File: src/rtl/uart_tx.sv
// Serial transmitter: start bit, LSB-first payload, optional even parity, 1-3 stop bits.
// Timing is driven by an external oversampling strobe; tx is always a flop output.
module uart_tx #(
    parameter int NUM_TICKS     = 16,
    parameter int BITS_PER_DATA = 8
) (
    input  logic                     clk,
    input  logic                     reset,
    input  logic                     tick,
    input  logic                     tx_start,
    input  logic [BITS_PER_DATA-1:0] d_in,
    input  logic                     parity,
    input  logic [1:0]               stop_bits,
    output logic                     tx,
    output logic                     tx_done,
    output logic                     busy
);

    // Handshake: tx_start is taken on a clk edge only while busy is low; requests
    // while busy are dropped, and tx_done pulses for one clk as the frame ends.

    localparam int SW = $clog2(3 * NUM_TICKS);
    localparam int NW = (BITS_PER_DATA > 1) ? $clog2(BITS_PER_DATA) : 1;

    localparam logic [SW-1:0] BIT_LAST   = SW'(NUM_TICKS - 1);
    localparam logic [SW-1:0] STOP2_LAST = SW'(2 * NUM_TICKS - 1);
    localparam logic [SW-1:0] STOP3_LAST = SW'(3 * NUM_TICKS - 1);
    localparam logic [NW-1:0] DATA_LAST  = NW'(BITS_PER_DATA - 1);

    typedef enum logic [2:0] {
        IDLE   = 3'd0,
        START  = 3'd1,
        DATA   = 3'd2,
        PARITY = 3'd3,
        STOP   = 3'd4
    } state_e;

    state_e                   state_q, state_d;
    logic [SW-1:0]            s_q, s_d;
    logic [NW-1:0]            n_q, n_d;
    logic [BITS_PER_DATA-1:0] shreg_q, shreg_d;
    logic                     par_en_q, par_en_d;
    logic                     par_bit_q, par_bit_d;
    logic [1:0]               stop_q, stop_d;
    logic                     tx_q, tx_d;
    logic                     done_q, done_d;
    logic [SW-1:0]            stop_last;

    // Stop period spans k bit times; a latched count of 0 still means one.
    always_comb begin
        stop_last = BIT_LAST;
        case (stop_q)
            2'd2:    stop_last = STOP2_LAST;
            2'd3:    stop_last = STOP3_LAST;
            default: stop_last = BIT_LAST;
        endcase
    end

    always_comb begin
        state_d   = state_q;
        s_d       = s_q;
        n_d       = n_q;
        shreg_d   = shreg_q;
        par_en_d  = par_en_q;
        par_bit_d = par_bit_q;
        stop_d    = stop_q;
        done_d    = 1'b0;

        case (state_q)
            IDLE: begin
                if (tx_start) begin
                    shreg_d   = d_in;
                    par_en_d  = parity;
                    par_bit_d = ^d_in;
                    stop_d    = stop_bits;
                    s_d       = '0;
                    n_d       = '0;
                    state_d   = START;
                end
            end
            START: begin
                if (tick) begin
                    if (s_q == BIT_LAST) begin
                        s_d     = '0;
                        state_d = DATA;
                    end else begin
                        s_d = s_q + SW'(1);
                    end
                end
            end
            DATA: begin
                if (tick) begin
                    if (s_q == BIT_LAST) begin
                        s_d     = '0;
                        shreg_d = shreg_q >> 1;
                        if (n_q == DATA_LAST) begin
                            state_d = par_en_q ? PARITY : STOP;
                        end else begin
                            n_d = n_q + NW'(1);
                        end
                    end else begin
                        s_d = s_q + SW'(1);
                    end
                end
            end
            PARITY: begin
                if (tick) begin
                    if (s_q == BIT_LAST) begin
                        s_d     = '0;
                        state_d = STOP;
                    end else begin
                        s_d = s_q + SW'(1);
                    end
                end
            end
            STOP: begin
                if (tick) begin
                    if (s_q == stop_last) begin
                        s_d     = '0;
                        state_d = IDLE;
                        done_d  = 1'b1;
                    end else begin
                        s_d = s_q + SW'(1);
                    end
                end
            end
            default: begin
                state_d = IDLE;
                s_d     = '0;
                n_d     = '0;
            end
        endcase
    end

    // Line level is derived from the upcoming state so tx moves with the state flop.
    always_comb begin
        tx_d = 1'b1;
        case (state_d)
            START:   tx_d = 1'b0;
            DATA:    tx_d = shreg_d[0];
            PARITY:  tx_d = par_bit_q;
            default: tx_d = 1'b1;
        endcase
    end

    always_ff @(posedge clk or posedge reset) begin
        if (reset) begin
            state_q   <= IDLE;
            s_q       <= '0;
            n_q       <= '0;
            shreg_q   <= '0;
            par_en_q  <= 1'b0;
            par_bit_q <= 1'b0;
            stop_q    <= 2'd0;
            tx_q      <= 1'b1;
            done_q    <= 1'b0;
        end else begin
            state_q   <= state_d;
            s_q       <= s_d;
            n_q       <= n_d;
            shreg_q   <= shreg_d;
            par_en_q  <= par_en_d;
            par_bit_q <= par_bit_d;
            stop_q    <= stop_d;
            tx_q      <= tx_d;
            done_q    <= done_d;
        end
    end

    assign tx      = tx_q;
    assign tx_done = done_q;
    assign busy    = (state_q != IDLE);

endmodule
File: config.mk
export PLATFORM = sky130hd
export DESIGN_NAME = uart_tx
export DESIGN_NICKNAME = d
export VERILOG_FILES = /design/src/rtl/uart_tx.sv
export SDC_FILE = /design/constraint.sdc
export NUM_CORES = 1
export LEC_CHECK = 0
export BUFFER_PORTS_ARGS = -buffer_cell sky130_fd_sc_hd__buf_4
export CORE_MARGIN = 1.5
export CORE_UTILIZATION = 41
export DETAILED_ROUTE_END_ITERATION = 6
export PLACE_DENSITY_LB_ADDON = 0.15
export REMOVE_ABC_BUFFERS = 1
export SYNTH_ARGS = -nofsm -noshare
export SYNTH_HDL_FRONTEND = slang
export SYNTH_SLANG_ARGS = --single-unit
File: constraint.sdc
create_clock -name clk -period 4 [get_ports clk]
set_input_delay 0.6 -clock clk [delete_from_list [all_inputs] [get_ports clk]]
set_output_delay 0.6 -clock clk [all_outputs]
set_load 0.005 [all_outputs]
==> results.cfg <==
[status]
outcome = finished clean

[synthesis]
synth.avg_cell_area_um2 = 9.51
synthTopCellsByArea = dfrtp_1, nand2_1, xnor2_1, a22oi_1, o21ai_0
yosysUniqueCellTypes = 40
yosysSeqAreaShare = 0.460
synth_top_area_share = 0.441
synth_edf_count = 0
synth.most_common_cell = nand2_1
synth_area_mm2 = 0.00142
ys.flop_type = dfrtp_1
ys_top_cells_by_count = nand2_1, dfrtp_1, o21ai_0, xnor2_1, nor2_1
yosysTopAreaCell = dfrtp_1
async_reset_ff_frac = 1.00
ys_warn_count = 0
synthCells = 149
synth_seq_cells = 26

[critical_path]
slowest_stage = dfrtp_1
worstPathCellList = ha_1 -> and3_1 -> and2_2 -> a21oi_1 -> o21ai_0 -> mux2_2
crit_cells = 6
rrSetupSlack_ns = 2.01
cp_max_fo = 5
r2r_cells = 6
cp-endpoint = n_q[2]$_DFFE_PP0P_
end_kind = flip-flop
crit_path_max_incr_delay_ns = 0.41
critPathLaunch = s_q[0]$_DFFE_PP0P_
rr_startpoint = s_q[0]$_DFFE_PP0P_
crit_buf_inv = 0
crit_required_ns = 4.22
start_kind = flip-flop
path_delay_family = compound AO/OA/AOI/OAI gates
crit_arrival_ns = 2.22
setup.worst_path.class = flip-flop to flip-flop
r2r_end = n_q[2]$_DFFE_PP0P_

[global_routing]
grt_max_degree = 27
grt_pass1_wl_mm = 4.71
grt_util_met2 = 0.256
use_met1 = 0.230
met3_usage = 0.0186
grt_usage = 0.163
antenna_found_initial = 0
globalRoute.totalOverflow = 0
grt_busiest_layer = met2
first_global_vias = 1101

[sta]
final_hold_viol_count = 0
max_freq_ghz = 0.501
worst_slew_pin_slew_ns = 0.974
hold_ws_ns = 0.448
period_share = 0.499
final.setup.tns_ns = 0
slew-limit-headroom = 0.350
min_period_ns = 1.99
drv_slew = 0
finalClockSkew_ns = 0.00697
finalSetupViolCount = 0
grt_setup_unrepaired = no

[floorplanning]
dieArea_mm2 = 0.00382
die_h_um = 61.8
die_w_um = 61.8
start_util = 0.425
pin_count = 18
core-area_mm2 = 0.00334
rows = 21

[clock_tree]
cts_buffers = 3
cts_tree = built
clk_pin_slew_ns = 0.15
htree_levels = 1
ctsResizeCount = 0
worstSkewPairLatency_ns = 0.33
cts_sinks = 26
clock_path_buffers = 2
ctsHoldBuffers = 0
cts_setup_buffers = 0
root_buffer = clkbuf_4

[drt]
via_per_inst = 5.13
drc_errors = 0
routed_wl_mm = 2.69
wl_per_cell_um = 12.7
first_iter_violations = 45
first_pass_iters = 4
dr_total_vias = 1083
ant_nets = 0

[pwr]
powerDensity_mw_per_mm2 = 513
power_frac_comb = 0.260
p_leak_uw = 0.000779
switchingPower_uw = 273
vdd_drop_max_mv = 0.189
power_frac_clock = 0.221
seqPwrFrac = 0.519
p_sw_frac = 0.329
intPower_uw = 558

[placed_design]
gp_congestion = 0.777
io_buffers = 17
dp_hpwl_mm = 2.01
dp_cells = 207

[final_layout]
fin_util = 0.486
num_antenna_cells = 0
seqCellArea_um2 = 652
syn_to_final_growth_pct = 14.5
multi_input_area_um2 = 707
nets = 184
drive_above_1_share = 0.200
stdcell_count = 211
fillers = 338

[worst_hold_path]
hp-class = input pin to flip-flop

[run]
drv_cap = 0
## power by group through the flow
stage / clock [µW] / combinational (µW) / sequential [µW]
2_1_floorplan: 0 / 167 / 419
3_3_place_gp: 0 / 209 / 434
3_5_place_dp: 0 / 220 / 438
4_1_cts: 190 / 220 / 432
5_1_grt: 199 / 253 / 448
6_report: 183 / 217 / 432
## kinds of logic after synthesis
family / share of synthesized area
AO/OA/AOI/OAI: 0.168
XOR/XNOR: 0.0618
adder cells (fa/ha/maj): 0.0265
buffers and inverters: 0.0415
flip-flops: 0.460
multiplexers: 0.0300
AND/OR/NAND/NOR: 0.213
## cell type report
cell class,count,share of cell area
multi-input combinational,111,0.436
sequential,26,0.402
timing repair buffer,17,0.0786
tap,46,0.0355
clock inverter,1,0.0185
inverter,7,0.0162
clock buffer,3,0.0139
## state kept, by name (all words and copies together) (netlist names)
| register | count |
|---|---|
| shreg_q | 8 |
| s_q | 6 |
| n_q | 3 |
| state_q | 3 |
| stop_q | 2 |
| par_bit_q | 1 |
| par_en_q | 1 |
| tx | 1 |
| tx_done | 1 |
## worst register-to-register path, stage by stage, from the launching register on
cell and delay [ns]:
dfrtp_1 0.41, ha_1 0.23, and3_1 0.21, and2_2 0.21, a21oi_1 0.08, o21ai_0 0.37, mux2_2 0.39
## stage by stage
stage / total power, µW / instance area [µm²] / worst slack, ns
finish: 832 / 1620 / 2.01
detailed placement: 657 / 1570 / 1.93
floorplan: 587 / 1390 / 2.21
global placement: 643 / 1570 / 2.02
global route: 901 / 1620 / 1.88
CTS: 842 / 1620 / 2.01
## worst min path at each step
stage,cells past startpoint,from,to,slack [ns]
floorplan,2,shreg_q[1]$_DFFE_PP0P_,shreg_q[1]$_DFFE_PP0P_,0.45
global placement,2,shreg_q[2]$_DFFE_PP0P_,shreg_q[2]$_DFFE_PP0P_,0.46
detailed placement,2,shreg_q[3]$_DFFE_PP0P_,shreg_q[3]$_DFFE_PP0P_,0.46
CTS,3,stop_bits[0],stop_q[0]$_DFFE_PP0P_,0.43
global route,3,stop_bits[1],stop_q[1]$_DFFE_PP0P_,0.44
finish,3,stop_bits[0],stop_q[0]$_DFFE_PP0P_,0.45
## cells in the final DEF (no fill, tap or decap), types with 4 or more instances in the layout
| master | instances |
|---|---|
| nand2_1 | 30 |
| o21ai_0 | 10 |
| xnor2_1 | 10 |
| nand3_1 | 4 |
| a22oi_1 | 7 |
| a21oi_1 | 6 |
| inv_1 | 6 |
| nor2_1 | 9 |
| dfrtp_1 | 25 |
| buf_4 | 17 |
## layer usage
layer	routed length [µm]	up-vias
met4	15	0
met1	1350	518
met3	67	2
met2	1260	11
met5	0	-
li1	-	552
(Power assumes the default switching activity.)
